**src/rtl/muldiv_pkg.sv**
```systemverilog
// Shared definitions for the iterative multiply/divide unit: operation
// encodings, FSM state type and the counter-width helper.
package muldiv_pkg;

    // Operation encodings as presented on the op port.
    // op[1] selects divide, op[0] selects signed.
    localparam logic [1:0] OP_MULTU = 2'b00;
    localparam logic [1:0] OP_MULT  = 2'b01;
    localparam logic [1:0] OP_DIVU  = 2'b10;
    localparam logic [1:0] OP_DIV   = 2'b11;

    typedef enum logic [1:0] {
        IDLE = 2'd0,
        RUN  = 2'd1,
        FIX  = 2'd2
    } state_t;

    // Counter width that can hold WIDTH-1, which is the longest iteration count.
    function automatic int cnt_width(input int width);
        return (width > 1) ? $clog2(width) : 1;
    endfunction

endpackage

```
**src/rtl/muldiv_step.sv**
```systemverilog
// One iteration of the multiply/divide datapath (purely combinational).
//   multiply: acc = {partial_hi, multiplier_remaining}; adds opnd times the
//             low STEP multiplier bits into the high half, then shifts the
//             whole accumulator right by STEP.
//   divide:   acc = {remainder, dividend_remaining}; shifts one dividend bit
//             into the remainder, trial-subtracts the divisor and restores on
//             borrow, shifting the quotient bit in at the bottom.
module muldiv_step
    import muldiv_pkg::*;
#(
    parameter int WIDTH = 32,
    parameter int STEP  = 1
) (
    input  logic                 div_mode,
    input  logic [2*WIDTH-1:0]   acc,
    input  logic [WIDTH-1:0]     opnd,
    output logic [2*WIDTH-1:0]   acc_next
);

    // ---------------- multiply: radix-2^STEP partial-product add ----------
    // Running sum of the high half plus each selected shifted multiplicand.
    // It cannot overflow WIDTH+STEP bits: hi < 2^W and the added partial
    // product is at most (2^W-1)*(2^STEP-1).
    logic [WIDTH+STEP-1:0] pp_sum [0:STEP];
    logic [2*WIDTH-1:0]    mul_next;

    assign pp_sum[0] = {{STEP{1'b0}}, acc[2*WIDTH-1:WIDTH]};

    generate
        for (genvar gi = 0; gi < STEP; gi++) begin : g_pp
            assign pp_sum[gi+1] = pp_sum[gi]
                                + (acc[gi] ? ({{STEP{1'b0}}, opnd} << gi)
                                           : {(WIDTH+STEP){1'b0}});
        end
    endgenerate

    assign mul_next = {pp_sum[STEP], acc[WIDTH-1:STEP]};

    // ---------------- divide: restoring, one bit per call -----------------
    logic [WIDTH:0]     shifted;
    logic [WIDTH+1:0]   trial;
    logic               q_bit;
    logic [WIDTH-1:0]   rem_new;
    logic [WIDTH-1:0]   quo_new;
    logic               div_unused;

    assign shifted    = {acc[2*WIDTH-1:WIDTH], acc[WIDTH-1]};
    assign trial      = {1'b0, shifted} - {2'b00, opnd};
    assign q_bit      = ~trial[WIDTH+1];
    // On success the difference is below the divisor, so bit WIDTH is zero.
    assign div_unused = trial[WIDTH];
    assign rem_new    = q_bit ? trial[WIDTH-1:0] : shifted[WIDTH-1:0];
    assign quo_new    = {acc[WIDTH-2:0], q_bit};

    assign acc_next = div_mode ? {rem_new, quo_new} : mul_next;

endmodule

```
**src/rtl/muldiv_unit.sv**
```systemverilog
// Iterative multiply/divide unit with HI/LO result registers.
// Operands are reduced to magnitudes at launch, iterated through
// muldiv_step, then sign-corrected in the FIX state, which writes hi/lo.
// done pulses in the cycle after FIX, when hi/lo already hold the result.
module muldiv_unit
    import muldiv_pkg::*;
#(
    parameter int WIDTH = 32,
    parameter int STEP  = 1
) (
    input  logic              clk,
    input  logic              reset,
    input  logic              start,
    input  logic [1:0]        op,
    input  logic [WIDTH-1:0]  srca,
    input  logic [WIDTH-1:0]  srcb,
    input  logic              hi_we,
    input  logic              lo_we,
    input  logic [WIDTH-1:0]  wdata,
    output logic              busy,
    output logic              done,
    output logic [WIDTH-1:0]  hi,
    output logic [WIDTH-1:0]  lo
);

    localparam int CNT_W = cnt_width(WIDTH);
    localparam int N_MUL = WIDTH / STEP;
    localparam logic [CNT_W-1:0] CNT_MUL_LOAD = CNT_W'(N_MUL - 1);
    localparam logic [CNT_W-1:0] CNT_DIV_LOAD = CNT_W'(WIDTH - 1);

    state_t               state_reg, state_next;
    logic [CNT_W-1:0]     cnt_reg;
    logic [2*WIDTH-1:0]   acc_reg;
    logic [WIDTH-1:0]     opnd_reg;
    logic                 is_div_reg;
    logic                 neg_main_reg;   // negate product / quotient
    logic                 neg_rem_reg;    // negate remainder
    logic                 bzero_reg;      // divisor was zero
    logic [WIDTH-1:0]     hi_reg, lo_reg;
    logic                 done_reg;

    logic                 run_en;
    logic                 fix_en;
    logic                 accept;

    // ---------------- launch-time operand conditioning --------------------
    logic                 op_signed, op_div;
    logic                 a_neg, b_neg;
    logic [WIDTH-1:0]     a_mag, b_mag;

    assign op_signed = op[0];
    assign op_div    = op[1];
    assign a_neg     = op_signed & srca[WIDTH-1];
    assign b_neg     = op_signed & srcb[WIDTH-1];
    assign a_mag     = a_neg ? -srca : srca;
    assign b_mag     = b_neg ? -srcb : srcb;
    assign accept    = start && (state_reg == IDLE);

    // ---------------- iteration step --------------------------------------
    logic [2*WIDTH-1:0]   step_next;

    muldiv_step #(
        .WIDTH (WIDTH),
        .STEP  (STEP)
    ) u_step (
        .div_mode (is_div_reg),
        .acc      (acc_reg),
        .opnd     (opnd_reg),
        .acc_next (step_next)
    );

    // State register.
    always_ff @(posedge clk) begin
        if (reset) begin
            state_reg <= IDLE;
        end else begin
            state_reg <= state_next;
        end
    end

    // Next-state logic: IDLE -> RUN on accepted start, RUN -> FIX at count 0.
    always_comb begin
        state_next = state_reg;
        case (state_reg)
            IDLE:    if (start) state_next = RUN;
            RUN:     if (cnt_reg == '0) state_next = FIX;
            FIX:     state_next = IDLE;
            default: state_next = IDLE;
        endcase
    end

    // FSM outputs: busy through RUN and FIX, step enable, result write enable.
    always_comb begin
        busy   = 1'b0;
        run_en = 1'b0;
        fix_en = 1'b0;
        case (state_reg)
            RUN:     begin busy = 1'b1; run_en = 1'b1; end
            FIX:     begin busy = 1'b1; fix_en = 1'b1; end
            default: ;
        endcase
    end

    // Operand, accumulator and counter registers: load on launch, step in RUN.
    always_ff @(posedge clk) begin
        if (reset) begin
            cnt_reg      <= '0;
            acc_reg      <= '0;
            opnd_reg     <= '0;
            is_div_reg   <= 1'b0;
            neg_main_reg <= 1'b0;
            neg_rem_reg  <= 1'b0;
            bzero_reg    <= 1'b0;
        end else if (accept) begin
            // Multiply iterates over the multiplier, divide over the dividend;
            // the other magnitude is the fixed step operand.
            cnt_reg      <= op_div ? CNT_DIV_LOAD : CNT_MUL_LOAD;
            acc_reg      <= {{WIDTH{1'b0}}, (op_div ? a_mag : b_mag)};
            opnd_reg     <= op_div ? b_mag : a_mag;
            is_div_reg   <= op_div;
            neg_main_reg <= a_neg ^ b_neg;
            neg_rem_reg  <= a_neg;
            bzero_reg    <= (srcb == '0);
        end else if (run_en) begin
            acc_reg      <= step_next;
            if (cnt_reg != '0) begin
                cnt_reg  <= cnt_reg - 1'b1;
            end
        end
    end

    // ---------------- sign correction --------------------------------------
    // With a zero divisor the restoring loop leaves the dividend magnitude as
    // remainder, so the remainder fixup restores srca; only the quotient
    // needs overriding to all-ones.
    logic [2*WIDTH-1:0]   prod_fixed;
    logic [WIDTH-1:0]     quo_fixed;
    logic [WIDTH-1:0]     rem_fixed;

    assign prod_fixed = neg_main_reg ? -acc_reg : acc_reg;
    assign quo_fixed  = bzero_reg    ? {WIDTH{1'b1}}
                      : (neg_main_reg ? -acc_reg[WIDTH-1:0] : acc_reg[WIDTH-1:0]);
    assign rem_fixed  = neg_rem_reg  ? -acc_reg[2*WIDTH-1:WIDTH]
                                     : acc_reg[2*WIDTH-1:WIDTH];

    // HI/LO: written by FIX, or by MTHI/MTLO only while idle.
    always_ff @(posedge clk) begin
        if (reset) begin
            hi_reg <= '0;
            lo_reg <= '0;
        end else if (fix_en) begin
            hi_reg <= is_div_reg ? rem_fixed : prod_fixed[2*WIDTH-1:WIDTH];
            lo_reg <= is_div_reg ? quo_fixed : prod_fixed[WIDTH-1:0];
        end else if (!busy) begin
            if (hi_we) hi_reg <= wdata;
            if (lo_we) lo_reg <= wdata;
        end
    end

    // done follows FIX by one cycle so it coincides with the updated hi/lo.
    always_ff @(posedge clk) begin
        if (reset) begin
            done_reg <= 1'b0;
        end else begin
            done_reg <= fix_en;
        end
    end

    assign done = done_reg;
    assign hi   = hi_reg;
    assign lo   = lo_reg;

endmodule

```
**config.mk**
```make
export PLATFORM = sky130hd
export DESIGN_NAME = muldiv_unit
export DESIGN_NICKNAME = d
export VERILOG_FILES = /design/src/rtl/muldiv_pkg.sv /design/src/rtl/muldiv_step.sv /design/src/rtl/muldiv_unit.sv
export SDC_FILE = /design/constraint.sdc
export NUM_CORES = 1
export LEC_CHECK = 0
export BUFFER_PORTS_ARGS = -buffer_cell sky130_fd_sc_hd__buf_2
export CAP_MARGIN = 25
export CORE_MARGIN = 8
export CORE_UTILIZATION = 50
export CTS_CLUSTER_SIZE = 24
export DETAILED_ROUTE_END_ITERATION = 6
export GPL_TIMING_DRIVEN = 0
export PLACE_DENSITY_LB_ADDON = 0.25
export SLEW_MARGIN = 0
export SYNTH_ARGS = -nofsm -noshare
export SYNTH_HDL_FRONTEND = slang
export SYNTH_SLANG_ARGS = --single-unit
```
**constraint.sdc**
```tcl
create_clock -name clk -period 3.2 [get_ports clk]
set_input_delay 0.48 -clock clk [delete_from_list [all_inputs] [get_ports clk]]
set_output_delay 0.48 -clock clk [all_outputs]
set_load 0.005 [all_outputs]
```
# After elaboration in Yosys (flattened, before gate mapping)
# Cells that the tools add are included.
[op_classes]
n_eq_ne = 5
reduce_logical = 15
mux = 30
bitwise = 4
add_sub_neg = 8
[op_table]
columns = ["cell", "n"]
rows = [
  ["2-to-1 mux 32 bit", 19],
  ["2-to-1 mux 64 bit", 2],
  ["negation 32 bit", 4],
  ["negation 64 bit", 1],
  ["subtractor 33 x 32 -> 34 bit", 1],
  ["adder 32 x 32 -> 33 bit", 1],
  ["zero test 32 bit", 1],
  ["2-to-1 mux 5 bit", 3],
  ["AND reduction 2 bit", 4],
  ["nonzero test 2 bit", 4],
  ["zero test 5 bit", 1],
  ["nonzero test 5 bit", 1],
  ["subtractor 5 x 1 -> 5 bit (second input constant)", 1],
  ["2-to-1 mux 2 bit", 2],
  ["inequality test 2 bit (second input constant)", 2],
  ["one-hot mux 2 bit (2 select lines)", 1],
  ["OR reduction 2 bit", 2],
  ["2-to-1 mux 1 bit", 3],
  ["AND 1 bit", 2],
  ["equality test 2 x 1 -> 1 bit (second input constant)", 1],
  ["equality test 2 bit (second input constant)", 1],
  ["zero test 2 bit", 1],
  ["inequality test 2 x 1 -> 1 bit (second input constant)", 1],
  ["logical AND 1 bit", 1],
  ["2 further kinds", 2],
]
[totals]
word_cells = 74
register_bits = 172
out_inout_bits = 66
in_bits = 103

# Longest topological paths before layout
# Gate-level depths: netlist of the first run.
[logic_depth]
depth_word = 5
depth_mapped = 14
mapped_depth_nobuf = 12

# Cells and area by module
# Synthesis of the first run repeated with hierarchy kept, for this count alone.
[hier_totals]
hier_cells = 2049
hier_area_um2 = 15730.1
[modules_own_cells]
columns = ["mod", "cells_per_inst", "seq_area_each_um2", "instances", "area_each_um2"]
rows = [
  ["muldiv_unit", 1382, 3443.3, 1, 10969.3],
  ["muldiv_step", 667, 0.0, 1, 4760.8],
]

# Worst setup path after synthesis of the first run
# Ideal clock, no wire load.
[synth_timing]
path_type = "reg2reg"
start = "register acc_reg[0]"
end = "register acc_reg[62]"
required_time_ns = 3.084
period_less_slack_ns = 3.300
path_stages_with_launch = 14
t_arrival_ns = 3.184
setup_slack_ns = -0.100
setup_time_ns = 0.116
n_path_buf = 1
cell_sequence = "dfxtp_1 -> inv_1 -> buf_1 -> nor2_1 -> ha_1 -> a211o_1 -> a2111oi_0 -> o31ai_1 -> o2bb2ai_1 -> o21ai_1 -> a221oi_1 -> o21ai_0 -> mux2i_1 -> o211a_1"
[synth_between]
elab_chain_len = 3
[synth_rtl]
columns = ["item", "line", "rtl"]
rows = [
  ["start, declared", "muldiv_unit.sv:33", "logic [2*WIDTH-1:0] acc_reg;"],
  ["start signal, assigned", "muldiv_unit.sv:118", "acc_reg <= {{WIDTH{1'b0}}, (op_div ? a_mag : b_mag)};"],
  ["start signal, assigned", "muldiv_unit.sv:125", "acc_reg <= step_next;"],
  ["2-to-1 mux 32 bit", "muldiv_step.sv:32", "+ (acc[gi] ? ({{STEP{1'b0}}, opnd} << gi)"],
  ["adder 32 x 32 -> 33 bit", "muldiv_step.sv:32", ""],
  ["2-to-1 mux 64 bit", "muldiv_step.sv:55", "assign acc_next = div_mode ? {rem_new, quo_new} : mul_next;"],
]
# No other way between the ends.
# A chain may end at the register's enable or synchronous reset.

# Worst setup path after layout of the first run
[layout_timing]
start = "register acc_reg[0]"
end = "register acc_reg[60]"
# Same word-level chain as after synthesis.

==> metrics.txt, run 1 <==
# TYPE chip_impl_metric gauge
chip_impl_info{name="post_synth_most_frequent_cells",value="nand2_1 (238), nor2_1 (220), a21oi_1 (212)"} 1
chip_impl_metric{name="power.clock.fraction",unit="%"} 18.7
chip_impl_metric{name="largest_register_ff_count",unit=""} 64
chip_impl_metric{name="timing.critical_path.arrival",unit="ps"} 3530
chip_impl_metric{name="place.port_buffers",unit=""} 166
chip_impl_metric{name="tightestPinTransition",unit="ps"} 898.9
chip_impl_metric{name="numCtsBuffers",unit=""} 17
chip_impl_metric{name="cts_htree_levels",unit=""} 4
chip_impl_metric{name="leakage",unit="nW"} 6.864
chip_impl_info{name="most_common_cell_in_the_synthesized_netlist",value="nand2_1"} 1
chip_impl_metric{name="clock_skews",unit="ps"} 18.14
chip_impl_metric{name="syn_avg_cell_area",unit="um^2"} 7.241
chip_impl_metric{name="synth_cells",unit=""} 2027
chip_impl_metric{name="design.die.area",unit="mm^2"} 0.03509
chip_impl_info{name="grt_setup_unrepaired",value="true"} 1
chip_impl_info{name="synth-main-ff-cell",value="dfxtp_1"} 1
chip_impl_metric{name="wl_per_cell",unit="um"} 23.13
chip_impl_metric{name="hpwlAfterDp",unit="um"} 47160
chip_impl_metric{name="synth_enable_flop_cells",unit=""} 0
chip_impl_info{name="timing.hold.worst.class",value="input port to register"} 1
chip_impl_metric{name="count_of_non_filler_cells_in_the_finished_layout",unit=""} 2624
chip_impl_metric{name="async_reset_ff_share",unit="%"} 0
chip_impl_metric{name="max-slew-margin-rel",unit="%"} 40.07
chip_impl_metric{name="final_hold_viol_count",unit=""} 0
chip_impl_metric{name="drv_slew",unit=""} 0
chip_impl_info{name="critPathCaptureType",value="register"} 1
chip_impl_metric{name="clock_path_buffers",unit=""} 2
chip_impl_metric{name="start_util",unit="%"} 51.00
chip_impl_metric{name="synth.net_count",unit=""} 2207
chip_impl_metric{name="timing.final.setup_violations",unit=""} 0
chip_impl_info{name="crit_path_start_kind",value="register"} 1
chip_impl_metric{name="netlist.area_leader.share",unit="%"} 23.46
chip_impl_metric{name="p_per_area",unit="mW/mm^2"} 689.1
chip_impl_metric{name="routed-via-count",unit=""} 16920
chip_impl_metric{name="critical_path.max_fanout",unit=""} 7
chip_impl_metric{name="routed_wl",unit="um"} 60700
chip_impl_metric{name="max_cap_viol_count",unit=""} 0
chip_impl_metric{name="overall_die_height",unit="um"} 187.3
chip_impl_metric{name="power.switching",unit="mW"} 5.761
chip_impl_metric{name="via_per_inst",unit=""} 6.446
chip_impl_metric{name="clock.fmax",unit="MHz"} 316.5
chip_impl_info{name="path_class",value="register to register"} 1
chip_impl_metric{name="yosysUniqueCellTypes",unit=""} 79
chip_impl_metric{name="synth-warning-count",unit=""} 0
chip_impl_metric{name="globalRoute.totalOverflow",unit=""} 0
chip_impl_metric{name="synth.yosys.seq_area_share",unit="%"} 23.46
chip_impl_metric{name="detail_route.iter0.violations",unit=""} 2045
chip_impl_metric{name="std_cell_rows",unit=""} 62
chip_impl_metric{name="cts.sink_count",unit=""} 172
chip_impl_metric{name="post_route_minimum_period",unit="ps"} 3159
chip_impl_metric{name="drt_first_pass_iters",unit=""} 6
chip_impl_metric{name="sw_share",unit="%"} 48.49
chip_impl_info{name="synth_largest_area_cell",value="dfxtp_1"} 1
chip_impl_metric{name="power.sequential.fraction",unit="%"} 24.6
chip_impl_metric{name="internal_power",unit="mW"} 6.119
chip_impl_metric{name="area_growth_syn_to_layout",unit="%"} 17.47
chip_impl_metric{name="maximum_number_of_pins_on_one_net_before_global_route_repair",unit=""} 19
chip_impl_metric{name="vdd_drop_max",unit="mV"} 0.4744
chip_impl_metric{name="drc_violation_count_after_routing",unit=""} 0
chip_impl_metric{name="finish.net_count",unit=""} 2407
chip_impl_metric{name="grt_pass1_vias",unit=""} 15660
chip_impl_info{name="run_status",value="finished clean"} 1
chip_impl_metric{name="share_comb_of_total_power",unit="%"} 56.6
chip_impl_metric{name="grt_antenna_before_repair",unit=""} 0
chip_impl_metric{name="required",unit="ps"} 3570
chip_impl_metric{name="finalWeightedCongestion",unit=""} 1.011
chip_impl_metric{name="grt_use_total",unit="%"} 32.43
chip_impl_info{name="tritoncts",value="done"} 1
chip_impl_metric{name="layout.core_utilization",unit="%"} 59.91
chip_impl_info{name="clockRootBuffer",value="clkbuf_16"} 1
chip_impl_metric{name="synth.cell_area",unit="mm^2"} 0.01468
chip_impl_metric{name="clock_slew_at_the_register_clock_pins_of_the_worst_setup_and_hold_paths",unit="ps"} 80
chip_impl_metric{name="grt_first_pass_wirelength",unit="um"} 91260
chip_impl_metric{name="final.setup.worst_slack",unit="ps"} 40.85
chip_impl_metric{name="n_antenna_cell",unit=""} 0
chip_impl_metric{name="floorplan.io_pins",unit=""} 169
chip_impl_metric{name="design.core.area",unit="mm^2"} 0.02878
chip_impl_metric{name="place_inst",unit=""} 2577
chip_impl_metric{name="clkLatencyLatePin",unit="ps"} 450
chip_impl_metric{name="detail-route-antenna-nets",unit=""} 0
chip_impl_metric{name="synth_seq_cells",unit=""} 172
chip_impl_info{name="ys_top_cells_by_area",value="dfxtp_1 (23%), a21oi_1 (7.2%), ha_1 (6.4%), nand2_1 (6.1%), nor2_1 (5.6%)"} 1
chip_impl_metric{name="drive_gt1_share",unit="%"} 15.22
chip_impl_metric{name="final.period_utilization",unit="%"} 98.72
chip_impl_metric{name="place_ws",unit="ps"} -1065
chip_impl_metric{name="die_w",unit="um"} 187.3
chip_impl_metric{name="filler_cell_count",unit=""} 2745
==> worst paths after layout <==
check	end	slack, ps	startpoint	cells after the start
setup / recovery	acc_reg[60]$_SDFFE_PP0P_	40	acc_reg[0]$_SDFFE_PP0P_	13
hold / removal	hi[1]$_SDFFE_PP0P_	340	wdata[1]	3
setup reg to reg	acc_reg[60]$_SDFFE_PP0P_	40	acc_reg[0]$_SDFFE_PP0P_	13
hold reg to reg	hi[19]$_SDFFE_PP0P_	450	hi[19]$_SDFFE_PP0P_	2
==> kinds of logic (layout without fill, tap and decap cells) <==
kind of cell / count (synthesis) / after routing / synth area share, %
buf+inv: 211 / 424 / 5.532
compound gates: 673 / 673 / 29.65
mux: 54 / 54 / 3.717
flops: 172 / 172 / 23.46
fa+ha+maj: 77 / 77 / 6.666
xor+xnor: 166 / 166 / 9.905
simple gates: 674 / 674 / 21.07
==> layer usage <==
layer	wire length [um]	vias to the layer above	track usage, %
li1	-	7774	-
met4	3203	0	16.46
met1	25240	7898	43.72
met3	6580	189	5.928
met2	25670	1054	48.74
met5	0	-	0
==> area by class of cell <==
class / count / area [um^2] / area share [%]
multi-input cells: 1644 / 10850 / 62.92
flip-flops and latches: 172 / 3471 / 20.13
repair buffers: 188 / 996.0 / 5.776
plain buffers: 140 / 589.3 / 3.418
well taps: 384 / 480.5 / 2.787
clock buffers: 18 / 439.2 / 2.547
inverters: 64 / 247.7 / 1.437
clock inverters: 14 / 168.9 / 0.9797
==> cells in the final DEF (no fill, tap or decap), types with 18 or more instances in the layout <==
cell,count
clkbuf_1,115
xor2_1,76
o21ai_0,105
a21oi_1,200
o221ai_1,18
a21o_1,28
nor4_1,21
o211ai_1,59
a211oi_1,47
inv_1,61
xnor2_1,90
and3_1,24
mux2i_1,50
buf_4,26
ha_1,65
nand2b_1,20
nor2_1,216
dfxtp_1,156
nand2_1,237
nand3_1,24
o31ai_1,24
a31oi_1,25
buf_2,171
nor3_1,38
o21a_1,18
==> critical path, stage by stage (launching register included) <==
cell and delay, ps:
dfxtp_4 380, clkinvlp_4 130, buf_8 160, nor2_4 130, ha_4 210, a211o_1 340, a2111oi_4 460, o31ai_4 120
o2bb2ai_4 200, o21ai_4 130, a221oi_4 330, xnor2_1 160, o221ai_1 120, a41oi_1 200
==> metrics by stage <==
step                TNS [ps]  total power [mW]  hold WS, ps  area [um^2]
detailed placement    -27240             8.952        436.0        15990
global placement      -25330             8.858        429.0        15990
global route          -305.0             12.43        349.6        17240
finish                     0             11.88        336.7        17240
floorplan                  0             6.983        431.9        14680
CTS                        0             11.31        337.3        16850
==> what timing repair did <==
item	4_1_cts	5_1_grt
hold buffers	0	0
pin swaps	12	24
endpoints found under the setup margin	52	37
gates resized for setup	54	72
setup buffers	7	15
==> power by group through the flow <==
stage	Sequential (mW)	Combinational, mW	Clock, mW
6_report	2.92	6.73	2.23
3_5_place_dp	2.93	6.02	0
5_1_grt	2.95	7.18	2.30
2_1_floorplan	2.82	4.17	0
4_1_cts	2.89	6.22	2.20
3_3_place_gp	2.92	5.94	0
Power figures use the tool's default switching activity.
==> run 2, diff against run 1 <==
==> constraint.sdc (replaced) <==
create_clock -name clk -period 2.6 [get_ports clk]
set_input_delay 0.39 -clock clk [delete_from_list [all_inputs] [get_ports clk]]
set_output_delay 0.39 -clock clk [all_outputs]
set_load 0.005 [all_outputs]
==> metrics.txt, run 2 (synthesis gave the netlist of run 1 again) <==
# TYPE chip_impl_metric gauge
chip_impl_metric{name="hpwlAfterDp",unit="um"} 48950
chip_impl_metric{name="required",unit="ps"} 2980
chip_impl_metric{name="floorplan.io_pins",unit=""} 169
chip_impl_info{name="most-common-layout-cells",value="nand2_1 (226), nor2_1 (202), a21oi_1 (185), buf_2 (166), dfxtp_1 (139)"} 1
chip_impl_metric{name="final_hold_viol_count",unit=""} 0
chip_impl_metric{name="finalWeightedCongestion",unit=""} 0.9878
chip_impl_metric{name="grt_pass1_vias",unit=""} 16150
chip_impl_metric{name="grt_use_met3",unit="%"} 5.966
chip_impl_metric{name="grt_use_total",unit="%"} 34.82
chip_impl_metric{name="area_growth_syn_to_layout",unit="%"} 31.32
chip_impl_metric{name="drc_violation_count_after_routing",unit=""} 0
chip_impl_metric{name="drv_slew",unit=""} 0
chip_impl_info{name="crit_path_start_kind",value="register"} 1
chip_impl_metric{name="vdd_drop_max",unit="mV"} 0.4709
chip_impl_metric{name="detail-route-antenna-nets",unit=""} 0
chip_impl_metric{name="die_w",unit="um"} 187.3
chip_impl_info{name="clockRootBuffer",value="clkbuf_16"} 1
chip_impl_metric{name="timing.critical_path.arrival",unit="ps"} 3520
chip_impl_metric{name="filler_cell_count",unit=""} 2467
chip_impl_metric{name="max-slew-margin-rel",unit="%"} 35.97
chip_impl_info{name="critPathCaptureType",value="register"} 1
chip_impl_metric{name="std_cell_rows",unit=""} 62
chip_impl_info{name="violations",value="setup timing"} 1
chip_impl_info{name="first_element_of_the_critical_path",value="acc_reg[0]$_SDFFE_PP0P_"} 1
chip_impl_metric{name="via_per_inst",unit=""} 6.535
chip_impl_metric{name="final_cell_area",unit="mm^2"} 0.01927
chip_impl_metric{name="cts_htree_levels",unit=""} 4
chip_impl_metric{name="hold_buffers",unit=""} 0
chip_impl_metric{name="max_cap_viol_count",unit=""} 0
chip_impl_info{name="worst_setup_path_endpoint",value="acc_reg[54]$_SDFFE_PP0P_"} 1
chip_impl_metric{name="leakage",unit="nW"} 7.553
chip_impl_info{name="timing.hold.worst.class",value="input port to register"} 1
chip_impl_info{name="tritoncts",value="done"} 1
chip_impl_metric{name="cts.sink_count",unit=""} 172
chip_impl_metric{name="clkLatencyLatePin",unit="ps"} 450
chip_impl_info{name="grt_setup_unrepaired",value="true"} 1
chip_impl_metric{name="tightestPinTransition",unit="ps"} 960.4
chip_impl_metric{name="reg2reg_slack",unit="ps"} -540
chip_impl_info{name="final_common_cell",value="nand2_1"} 1
chip_impl_info{name="rr_endpoint",value="acc_reg[54]$_SDFFE_PP0P_"} 1
chip_impl_info{name="timing.rr.start",value="acc_reg[0]$_SDFFE_PP0P_"} 1
chip_impl_metric{name="setup-tns-final",unit="ps"} -13620
chip_impl_metric{name="p_per_area",unit="mW/mm^2"} 839.7
chip_impl_metric{name="globalRouteMet2Util",unit="%"} 53.10
chip_impl_metric{name="design.core.area",unit="mm^2"} 0.02878
chip_impl_metric{name="clock_slew_at_the_register_clock_pins_of_the_worst_setup_and_hold_paths",unit="ps"} 90
chip_impl_metric{name="post_route_minimum_period",unit="ps"} 3138
chip_impl_metric{name="grt_antenna_before_repair",unit=""} 0
chip_impl_metric{name="placedInstanceArea",unit="mm^2"} 0.01614
chip_impl_metric{name="grt.met1_usage",unit="%"} 47.03
chip_impl_metric{name="clock.fmax",unit="MHz"} 318.7
chip_impl_metric{name="n_antenna_cell",unit=""} 0
chip_impl_metric{name="final.setup.worst_slack",unit="ps"} -537.8
chip_impl_metric{name="place.port_buffers",unit=""} 166
chip_impl_metric{name="numCtsBuffers",unit=""} 17
chip_impl_info{name="path_class",value="register to register"} 1
chip_impl_metric{name="maximum_number_of_pins_on_one_net_before_global_route_repair",unit=""} 20
chip_impl_metric{name="drive_gt1_share",unit="%"} 26.31
chip_impl_metric{name="grt_first_pass_wirelength",unit="um"} 96940
chip_impl_metric{name="globalRoute.totalOverflow",unit=""} 0
chip_impl_metric{name="clock_skews",unit="ps"} 25.13
chip_impl_metric{name="detail_route.iter0.violations",unit=""} 1889
chip_impl_metric{name="largest_register_ff_count",unit=""} 64
chip_impl_metric{name="drt_first_pass_iters",unit=""} 7
chip_impl_info{name="grt-busiest-layer",value="met2"} 1
chip_impl_metric{name="final.period_utilization",unit="%"} 120.7
chip_impl_metric{name="start_util",unit="%"} 51.00
chip_impl_metric{name="routed-via-count",unit=""} 17560
chip_impl_metric{name="overall_die_height",unit="um"} 187.3
chip_impl_metric{name="critical_path.max_fanout",unit=""} 6
chip_impl_info{name="run_status",value="finished with violations"} 1
chip_impl_metric{name="design.die.area",unit="mm^2"} 0.03509
chip_impl_metric{name="wl_per_cell",unit="um"} 24.32
chip_impl_metric{name="timing.final.setup_violations",unit=""} 57
chip_impl_metric{name="finish.net_count",unit=""} 2470
chip_impl_metric{name="worst-r2r-cell-count",unit=""} 18
chip_impl_metric{name="routed_wl",unit="um"} 65360
chip_impl_metric{name="clock_path_buffers",unit=""} 2
[run 2: layout make-up]
type                            count  area, um^2  area share (%)
Inverter                           64       254.0           1.318
Multi-Input combinational cell   1644       12130           62.94
Timing Repair Buffer              257        1612           8.361
Tap cell                          384       480.5           2.493
Clock inverter                     15       171.4          0.8893
Sequential cell                   172        3510           18.21
Buffer                            134       690.7           3.583
Clock buffer                       17       425.4           2.207
[run 2: metrics by stage]
| stage | hold WS, ps | util, % | worst slack, ps | power (mW) | std cells |
|---|---|---|---|---|---|
| global placement | 431.6 | 56.07 | -977.3 | 11.16 | 2577 |
| finish | 263.7 | 66.97 | -537.8 | 16.18 | 2687 |
| CTS | 233.2 | 63.73 | -452.9 | 15.23 | 2663 |
| detailed placement | 433.7 | 56.07 | -1016 | 11.25 | 2577 |
| global route | 269.4 | 66.97 | -578.9 | 16.89 | 2687 |
| floorplan | 431.9 | - | -241.8 | 8.739 | 2027 |
[run 2: worst min-delay path by stage]
| stage | startpoint | end | slack [ps] | depth (start not counted) |
|---|---|---|---|---|
| after floorplan | opnd_reg[17]$_SDFFE_PP0P_ | opnd_reg[17]$_SDFFE_PP0P_ | 430 | 2 |
| after detailed placement | hi[19]$_SDFFE_PP0P_ | hi[19]$_SDFFE_PP0P_ | 430 | 2 |
| final | wdata[19] | hi[19]$_SDFFE_PP0P_ | 260 | 3 |
| after global placement | hi[19]$_SDFFE_PP0P_ | hi[19]$_SDFFE_PP0P_ | 430 | 2 |
| after global routing | wdata[1] | hi[1]$_SDFFE_PP0P_ | 270 | 3 |
| after CTS | wdata[19] | hi[19]$_SDFFE_PP0P_ | 230 | 3 |
[run 2: layer usage]
metal	part of all wire, %	up-vias
li1	-	7875
met1	41	8241
met2	42	1196
met3	11	248
met4	5.4	0
met5	0	-
[run 2: power by group]
group          leakage [nW]  internal, mW  switching, mW  total [mW]
Sequential             1.43          3.12          0.616        3.74
Clock                 0.285          1.30           1.40        2.70
Combinational          5.84          3.89           5.86        9.75
[run 2: repair_timing]
item	in CTS	in global routing
endpoints found under the setup margin	94	119
buffers inserted	64	29
gates resized for setup	263	154
pin swaps	91	87
[run 2: worst max-delay path, stage by stage (launching register included)]
cell and delay [ps]:
dfxtp_4 380, inv_8 70, buf_4 150, buf_8 140, buf_6 130, nor2_4 40, ha_4 310, nand2_1 140
o21a_1 250, buf_4 150, o2bb2ai_4 150, o21ai_4 300, buf_4 180, buf_6 90, buf_6 80, buf_6 80
xor2_2 140, o221ai_2 110, a41oi_2 180
